**src/rtl/hazard_pkg.sv**
```systemverilog
// rtl/hazard_pkg.sv - shared types, limits and helpers for the multi-cycle hazard unit
//
// Purpose : common definitions for hazard_unit_mc and load_tracker.
// Contents: default register-index width, pending-load slot struct,
//           parameter range limits, slot match helper.

package hazard_pkg;

   localparam int REG_NUM_BITWIDTH_DEFAULT = 5;

   // Slots carry register indices at a fixed maximum width so the struct
   // does not depend on the instantiating module's parameters.
   localparam int RD_MAX_BITS = 8;

   localparam int LOAD_LATENCY_MIN = 1;
   localparam int LOAD_LATENCY_MAX = 8;
   localparam int FLUSH_CYCLES_MIN = 1;
   localparam int FLUSH_CYCLES_MAX = 4;

   typedef logic [RD_MAX_BITS-1:0] pending_rd_t;

   typedef struct packed {
      logic        valid;
      pending_rd_t rd;
   } pending_load_t;

   // x0 is never a real dependency: a slot naming x0 never hits even if
   // something upstream marked it valid.
   function automatic logic slot_hits(input pending_load_t s,
                                      input pending_rd_t   src1,
                                      input pending_rd_t   src2);
      return s.valid && (s.rd != '0) && ((s.rd == src1) || (s.rd == src2));
   endfunction

endpackage

```
**src/rtl/load_tracker.sv**
```systemverilog
// rtl/load_tracker.sv - shift chain of in-flight loads with per-slot source match
//
// Purpose : slot 0 is the load currently in EX (combinational); slots
//           1..LOAD_LATENCY-1 are loads that left EX 1..LOAD_LATENCY-1
//           cycles ago. Every slot is compared against both decode sources.
// Ports   : clk, rst        clock, async active-high reset
//           load_valid      instruction in EX is a load
//           load_rd         destination of the instruction in EX
//           src1, src2      source indices of the instruction in decode
//           match_vec       bit k set when slot k hits src1 or src2

module load_tracker
   import hazard_pkg::*;
#(
   parameter int REG_NUM_BITWIDTH = REG_NUM_BITWIDTH_DEFAULT,
   parameter int LOAD_LATENCY     = 1
) (
   input  logic                        clk,
   input  logic                        rst,
   input  logic                        load_valid,
   input  logic [REG_NUM_BITWIDTH-1:0] load_rd,
   input  logic [REG_NUM_BITWIDTH-1:0] src1,
   input  logic [REG_NUM_BITWIDTH-1:0] src2,
   output logic [LOAD_LATENCY-1:0]     match_vec
);

   pending_load_t slot0;
   pending_rd_t   src1_ext;
   pending_rd_t   src2_ext;
   logic          slot0_hit;

   assign src1_ext = pending_rd_t'(src1);
   assign src2_ext = pending_rd_t'(src2);

   // A load to x0 never becomes a pending entry.
   assign slot0.valid = load_valid && (load_rd != '0);
   assign slot0.rd    = pending_rd_t'(load_rd);

   assign slot0_hit = slot_hits(slot0, src1_ext, src2_ext);

   if (LOAD_LATENCY > 1) begin : g_chain
      // chain_q[k] holds slot k+1.
      pending_load_t [LOAD_LATENCY-2:0] chain_q;
      logic          [LOAD_LATENCY-2:0] chain_hit;

      // Loads always advance out of EX, so the chain shifts every cycle.
      always_ff @(posedge clk or posedge rst) begin
         if (rst) begin
            chain_q <= '0;
         end else begin
            chain_q[0] <= slot0;
            for (int k = 1; k < LOAD_LATENCY - 1; k++) begin
               chain_q[k] <= chain_q[k-1];
            end
         end
      end

      always_comb begin
         chain_hit = '0;
         for (int k = 0; k < LOAD_LATENCY - 1; k++) begin
            chain_hit[k] = slot_hits(chain_q[k], src1_ext, src2_ext);
         end
      end

      assign match_vec = {chain_hit, slot0_hit};
   end else begin : g_no_chain
      logic unused_clk_rst;
      assign unused_clk_rst = clk ^ rst;
      assign match_vec      = slot0_hit;
   end

endmodule

```
**src/rtl/hazard_unit_mc.sv**
```systemverilog
// rtl/hazard_unit_mc.sv - multi-cycle load-use hazard and branch-flush controller
//
// Purpose : stalls a decode instruction that depends on a load still within
//           LOAD_LATENCY cycles of EX, stretches a taken redirect into
//           FLUSH_CYCLES cycles of front-end NOPs, counts data-stall cycles.
// Ports   : clk, rst              clock, async active-high reset
//           id_memRead, id_Rd     load flag and destination of instruction in EX
//           if_Rs1, if_Rs2        sources of instruction in decode
//           PCSrc                 redirect taken this cycle
//           if_write, PCWrite     1 = IF/ID and PC may update, 0 = hold
//           if_doNOP              squash IF/ID contents
//           id_doNOP              inject bubble into ID/EX
//           stall_cycles          saturating data-stall cycle count

module hazard_unit_mc
   import hazard_pkg::*;
#(
   parameter int REG_NUM_BITWIDTH = REG_NUM_BITWIDTH_DEFAULT,
   parameter int WORD_BITWIDTH    = 32,
   parameter int LOAD_LATENCY     = 1,
   parameter int FLUSH_CYCLES     = 1
) (
   input  logic                        clk,
   input  logic                        rst,
   input  logic                        id_memRead,
   input  logic [REG_NUM_BITWIDTH-1:0] id_Rd,
   input  logic [REG_NUM_BITWIDTH-1:0] if_Rs1,
   input  logic [REG_NUM_BITWIDTH-1:0] if_Rs2,
   input  logic                        PCSrc,
   output logic                        if_write,
   output logic                        PCWrite,
   output logic                        if_doNOP,
   output logic                        id_doNOP,
   output logic [WORD_BITWIDTH-1:0]    stall_cycles
);

   if ((LOAD_LATENCY < LOAD_LATENCY_MIN) || (LOAD_LATENCY > LOAD_LATENCY_MAX) ||
       (FLUSH_CYCLES < FLUSH_CYCLES_MIN) || (FLUSH_CYCLES > FLUSH_CYCLES_MAX) ||
       (REG_NUM_BITWIDTH < 1) || (REG_NUM_BITWIDTH > RD_MAX_BITS) ||
       (WORD_BITWIDTH < 1)) begin : g_param_check
      $error("hazard_unit_mc: parameter out of supported range");
   end

   logic [LOAD_LATENCY-1:0] match_vec;
   logic                    match;
   logic                    flush_busy;
   logic                    flush_active;
   logic                    data_hazard;

   load_tracker #(
      .REG_NUM_BITWIDTH (REG_NUM_BITWIDTH),
      .LOAD_LATENCY     (LOAD_LATENCY)
   ) u_load_tracker (
      .clk        (clk),
      .rst        (rst),
      .load_valid (id_memRead),
      .load_rd    (id_Rd),
      .src1       (if_Rs1),
      .src2       (if_Rs2),
      .match_vec  (match_vec)
   );

   assign match = |match_vec;

   // flush_cnt counts the remaining flush cycles after the redirect cycle.
   // A redirect during a flush reloads rather than accumulates.
   if (FLUSH_CYCLES > 1) begin : g_flush_cnt
      localparam int FCW = $clog2(FLUSH_CYCLES);
      logic [FCW-1:0] flush_cnt;

      always_ff @(posedge clk or posedge rst) begin
         if (rst) begin
            flush_cnt <= '0;
         end else if (PCSrc) begin
            flush_cnt <= FCW'(FLUSH_CYCLES - 1);
         end else if (flush_cnt != '0) begin
            flush_cnt <= flush_cnt - FCW'(1);
         end
      end

      assign flush_busy = (flush_cnt != '0);
   end else begin : g_no_flush_cnt
      assign flush_busy = 1'b0;
   end

   assign flush_active = PCSrc || flush_busy;

   // The flush discards the dependent instruction, so stalling it is pointless.
   assign data_hazard = match && !flush_active;

   assign if_write = !data_hazard;
   assign PCWrite  = !data_hazard;
   assign id_doNOP = data_hazard || flush_active;
   assign if_doNOP = flush_active;

   always_ff @(posedge clk or posedge rst) begin
      if (rst) begin
         stall_cycles <= '0;
      end else if (data_hazard && (stall_cycles != '1)) begin
         stall_cycles <= stall_cycles + WORD_BITWIDTH'(1);
      end
   end

endmodule

```
**config.mk**
```make
export PLATFORM = sky130hd
export DESIGN_NAME = hazard_unit_mc
export DESIGN_NICKNAME = d
export VERILOG_FILES = /design/src/rtl/hazard_pkg.sv /design/src/rtl/load_tracker.sv /design/src/rtl/hazard_unit_mc.sv
export SDC_FILE = /design/constraint.sdc
export NUM_CORES = 1
export LEC_CHECK = 0
export ABC_AREA = 1
export CAP_MARGIN = 0
export CORE_MARGIN = 2
export CORE_UTILIZATION = 43
export DETAILED_ROUTE_END_ITERATION = 12
export MAX_ROUTING_LAYER = met4
export PLACE_DENSITY_LB_ADDON = 0.2
export SLEW_MARGIN = 20
export SYNTH_ARGS = -nofsm -noshare
export SYNTH_HDL_FRONTEND = slang
export SYNTH_HIERARCHICAL = 1
export SYNTH_SLANG_ARGS = --single-unit
```
**constraint.sdc**
```tcl
create_clock -name clk -period 2.8 [get_ports clk]
set_clock_uncertainty 0.15 [all_clocks]
set_input_delay 0.56 -clock clk [delete_from_list [all_inputs] [get_ports clk]]
set_output_delay 0.56 -clock clk [all_outputs]
set_load 0.1 [all_outputs]
```
==> results.sh <==
export IMPL_power_total_mw=1.24
export IMPL_synth_seq_cells=32
export IMPL_synth_area_per_cell_um2=6.07
export IMPL_fmax_mhz=372
export IMPL_grt_max_degree=33
export IMPL_peakVddDrop_uv=468
export IMPL_setup_viol=0
export IMPL_area_growth_pct=32.1
export IMPL_cts_buffers=5
export IMPL_drt_iter0_markers=113
export IMPL_synth_cell_type_count=27
export IMPL_clock_path_buffers=2
export IMPL_slowest_delay_ns=0.42
export IMPL_hp_class="flop to flop"
export IMPL_busiest_layer="met2"
export IMPL_grt_pass1_vias=2352
export IMPL_fin_nets=474
export IMPL_die_height_um=78.6
export IMPL_setup_tns_ns=0
export IMPL_hold_depth=2
export IMPL_synth_edff_count=0
export IMPL_worstSkewPairLatency_ns=0.29
export IMPL_yosysWarnings=6
export IMPL_synth_nets=414
export IMPL_rows=27
export IMPL_critical_path_class="primary input to output pin"
export IMPL_cellLeakagePower_nw=1.73
export IMPL_viasPerCell=4.66
export IMPL_cts_tree="yes"
export IMPL_fin_crit_ns=2.69
export IMPL_combPwrFrac=0.207
export IMPL_place_gp_congestion=0.903
export IMPL_clockRootBuffer="clkbuf_8"
export IMPL_grt_util_all_layers=0.211
export IMPL_crit_chain="clkdlybuf4s50_1 > xor2_1 > nor2_1 > nand3_1 > a21oi_2 > inv_2 > nor2_4 > clkinvlp_4 > buf_12"
export IMPL_setup_worst_path_start_class="primary input"
export IMPL_hold_violations=0
export IMPL_netlist_top_cells_count="nand2_1, nor2_1, inv_1"
export IMPL_clock_sinks=32
export IMPL_top_register="stall_cycles"
export IMPL_clockPowerShare=0.398
export IMPL_use_met2=0.356
export IMPL_synth_top_area_frac=0.335
export IMPL_r2r_start="stall_cycles[0]"
export IMPL_start_util=0.440
export IMPL_async_flop_share=1.00
export IMPL_reg2reg_to="stall_cycles[22]"
export IMPL_pin_count=55
export IMPL_seqPwrFrac=0.395
export IMPL_p_switching_mw=0.380
export IMPL_post_dp_hpwl_mm=4.30
export IMPL_antenna_found_initial=0
export IMPL_drt_total_wl_mm=5.69
export IMPL_critPathArrivalTime_ns=1.98
export IMPL_cts_hold_buf=0
export IMPL_drv_cap=0
export IMPL_worstHoldStart="stall_cycles[1]"
export IMPL_path_max_fanout=3
export IMPL_r2r_setup_slack_ns=0.89
export IMPL_path_clk_slew_ns=0.07
export IMPL_synth_cells=394
export IMPL_synth_area_mm2=0.00239
export IMPL_p_int_mw=0.864
export IMPL_die_w_um=78.6
export IMPL_synth_top_area_cell="dfrtp_1"
export IMPL_largest_reg_flops=32
export IMPL_hold_end="stall_cycles[1]"
export IMPL_tightest_slew_ns=0.433
export IMPL_slew_headroom=0.710
export IMPL_die_area_mm2=0.00617
export IMPL_layout_drive_gt1_share=0.158
export IMPL_slowest_stage="clkdlybuf4s50_1"
export IMPL_portBuffers=54
export IMPL_reg2regPathDepth=10
export IMPL_dr_pass1_iters=4
export IMPL_synth_seq_area_share=0.335
export IMPL_layout_top_registers="stall_cycles (32)"
export IMPL_finalCritPeriodShare=0.961
export IMPL_ant_nets=0
export IMPL_antenna_cells=0
export IMPL_grt_ovfl_total=0
export IMPL_core_mm2=0.00544
export IMPL_synthFlopType="dfrtp_1"
export IMPL_grt_pass1_wl_mm=10.3
export IMPL_drv_slew=0
export IMPL_htreeDepth=2
export IMPL_gr_usage_met3=0.0345
export IMPL_crit_path_end_kind="output pin"
export IMPL_switching_share=0.305
export IMPL_synthTopCellsByArea="dfrtp_1, nand2_1, nor2_1"
export IMPL_met1_usage=0.269
export IMPL_grt_setup_unrepaired="no"
export IMPL_yosys_cell_count_top_type="nand2_1"
export IMPL_required_ns=2.09
export IMPL_wl_per_cell_um=10.8
export IMPL_route_detailed_drc=0
export IMPL_dr_total_vias=2456
export IMPL_outcome="finished clean"
export IMPL_powerDensity_mw_per_mm2=394
[layout make-up]
class / instances / area [um^2]
Multi-Input combinational cell: 315 / 1410
Fill cell: 530 / 2280
Clock inverter: 1 / 30.0
Clock buffer: 7 / 96.3
Tap cell: 72 / 90.1
Timing Repair Buffer: 61 / 586
Sequential cell: 32 / 801
Inverter: 39 / 150
[per-stage QoR]
stage          setup WS, ns  cell area (um^2)  hold slack [ns]  instances  utilization
3_5_place_dp        -0.0575              3010            0.377        518        0.553
4_1_cts            0.000724              3130            0.392        527        0.576
5_1_grt              0.0323              3160            0.417        527        0.581
6_report              0.109              3160            0.389        527        0.581
2_1_floorplan        0.0665              2410            0.526        394            -
3_3_place_gp       -0.00200              3010            0.362        518        0.553
[worst max-delay path by stage]
stage / start / to / slack [ns] / cells after the start
CTS: if_Rs1[2] / PCWrite / 0.0007 / 11
global route: if_Rs2[0] / PCWrite / 0.03 / 9
detailed placement: id_Rd[0] / PCWrite / -0.06 / 11
global placement: id_Rd[0] / if_write / -0.002 / 11
finish: if_Rs2[0] / PCWrite / 0.11 / 9
floorplan: if_Rs1[2] / if_write / 0.07 / 10
[layout by cell type (no fill, tap or decap), drive strengths merged]
master and count:
inv 38, nor3 1, bufinv 1, clkbuf 7
dfrtp 32, nand3 11, dlygate4sd2 6, or2 1
nor2 53, and2 1, ha 1, xnor2 6
o21ai 5, buf 43, clkinvlp 1, dlymetal6s2s 6
a21oi 2, clkdlybuf4s50 6, xor2 8, nand3b 8
nand2 215, nand4 3
[kinds of logic after synthesis]
family	after synthesis	synth area share
buf+inv	47	0.0858
flops	32	0.335
fa+ha+maj	1	0.00523
simple gates	293	0.507
compound gates	7	0.0162
xor+xnor	14	0.0513
[power groups by stage]
stage	sequential, mW	combinational (mW)	clock [mW]
floorplan	0.598	0.0810	0
global placement	0.499	0.257	0
detailed placement	0.501	0.261	0
CTS	0.491	0.259	0.503
global route	0.494	0.275	0.526
finish	0.491	0.258	0.495
[routing by layer]
| layer | routed length (um) | part of all wire |
|---|---|---|
| met4 | 55 | 0.0097 |
| met3 | 202 | 0.035 |
| met2 | 2770 | 0.49 |
| met1 | 2660 | 0.47 |
| met5 | 0 | 0 |
[critical path, delay by kind of cell]
kind / cells / cell delay [ns]
buffers and inverters: 4 / 0.82
AND/OR/NAND/NOR: 3 / 0.29
AO/OA/AOI/OAI: 1 / 0.16
XOR/XNOR: 1 / 0.15
[what timing repair did]
action                                  in CTS  in global routing
setup buffers                                1                  0
endpoints found under the setup margin       2                  2
endpoints found under the hold margin        0                  0
pin swaps                                    3                  6
resized for setup                            7                  9
Power figures use the tool's default switching activity.
==> edit, RTL diff (same flow settings) <==
Change the parameter `WORD_BITWIDTH` from 32 to 48.
--- a/src/rtl/hazard_unit_mc.sv
+++ b/src/rtl/hazard_unit_mc.sv
@@ -16,7 +16,7 @@
    import hazard_pkg::*;
 #(
    parameter int REG_NUM_BITWIDTH = REG_NUM_BITWIDTH_DEFAULT,
-   parameter int WORD_BITWIDTH    = 32,
+   parameter int WORD_BITWIDTH    = 48,
    parameter int LOAD_LATENCY     = 1,
    parameter int FLUSH_CYCLES     = 1
 ) (
Interface: changed (resized stall_cycles); port bits go from 55 to 71. No check against the original RTL was run, so the function may have changed too.
==> edit against the original RTL <==
First-iteration DRC count grew 26%; synthesized cell count grew 50%; die area grew 54%; power grew 36%; sequential cell count grew 16; area after synthesis grew 58%; count of clock-buffer cells in the layout shrank 2; global-route usage grew 2.6 points; routed wire length grew 88%; worst setup slack gained 0.0079 ns; cell area grew 45%; critical path type unchanged; largest cell class unchanged.
==> edit: results (changes against the original RTL) <==
avgRoutedWirePerCell_um: 13.8  # was 10.8 µm
cts.clk_slew.worst_paths_ns: 0.10  # was 0.07 ns
grt_util_all_layers_pct: 23.7  # was 21.1%
postCtsSetupBuffers: 0  # was 1
status: "finished, final reports clean"  # unchanged
finalNonFillerCells: 772  # was 527
drt_iter0_markers: 142  # was 113
later_pin_clock_latency_in_the_skew_report_ns: 0.31  # was 0.29 ns
dp.final_hpwl_mm: 8.50  # was 4.30 mm
io_buffer_count: 70  # was 54
synth.distinct_cells: 30  # was 27
timing.reg2reg.worst_path_depth: 8  # was 10
final_layout_size_suffix_gt1_share_pct: 18.7  # was 15.8%
filler_instances: 900  # was 530
post-place-cells: 764  # was 518
layout.nets: 683  # was 474
max_stage_delay_ns: 0.53  # was 0.42 ns
relSlewSlack_pct: 57.9  # was 71.0%
p_leak_uw: 0.00217  # was 0.00173 µW
ir_worst_vdd_mv: 0.267  # was 0.468 mV
dr.pass1.iters: 5  # was 4
register_area_share_after_synthesis_pct: 31.9  # was 33.5%
largest_registers: "stall_cycles x48"  # was stall_cycles x32
post_cts_repair_resize_count: 0  # was 7
grt_max_degree: 49  # was 33
## edit: worst paths after layout
kind | endpoint | slack (ns) | start
max | PCWrite | 0.12 | id_Rd[0]
max in group asynchronous | stall_cycles[10] | 1.50 | rst
max reg2reg | stall_cycles[36] | 0.43 | stall_cycles[0]
min in group asynchronous | stall_cycles[36] | 0.58 | rst
min | stall_cycles[42] | 0.43 | stall_cycles[42]
min reg2reg | stall_cycles[42] | 0.43 | stall_cycles[42]
## edit: metrics by stage
stage / total power (µW) / area, µm²
5_1_grt: 1760 / 4590
4_1_cts: 1700 / 4590
3_5_place_dp: 1180 / 4480
3_3_place_gp: 1170 / 4480
6_report: 1690 / 4590
2_1_floorplan: 1070 / 3770
## edit: cell families after synthesis
kind of cell	after synthesis	synth area share (%)
AND/OR/NAND/NOR	467	54.8
AO/OA/AOI/OAI	7	1.33
buffers and inverters	47	7.01
XOR/XNOR	20	4.65
adder cells (fa/ha/maj)	1	0.332
flip-flops	48	31.9
## edit: layer usage
| metal | global-route usage (%) | part of all wire [%] | vias to the layer above |
|---|---|---|---|
| met5 | - | 0 | - |
| met4 | 6.84 | 2.3 | 0 |
| met3 | 3.02 | 4.9 | 17 |
| met2 | 38.6 | 47 | 113 |
| met1 | 31.1 | 46 | 1732 |
| li1 | - | - | 1968 |
## edit: layout make-up
class                           instances  area, µm²  share of cell area, %
Sequential cell                        48       1200                   26.1
Timing Repair Buffer                   76        703                   15.3
Multi-Input combinational cell        495       2300                   50.2
Tap cell                              108        135                   2.94
Inverter                               37        139                   3.02
Clock inverter                          3       42.5                  0.926
Clock buffer                            5       68.8                   1.50
## edit: power breakdown
group,internal [µW],leakage [µW],switching (µW),total (µW)
registers,715,0.000661,45.0,760
clock network,265,0.0000541,264,529
logic,111,0.00145,292,404
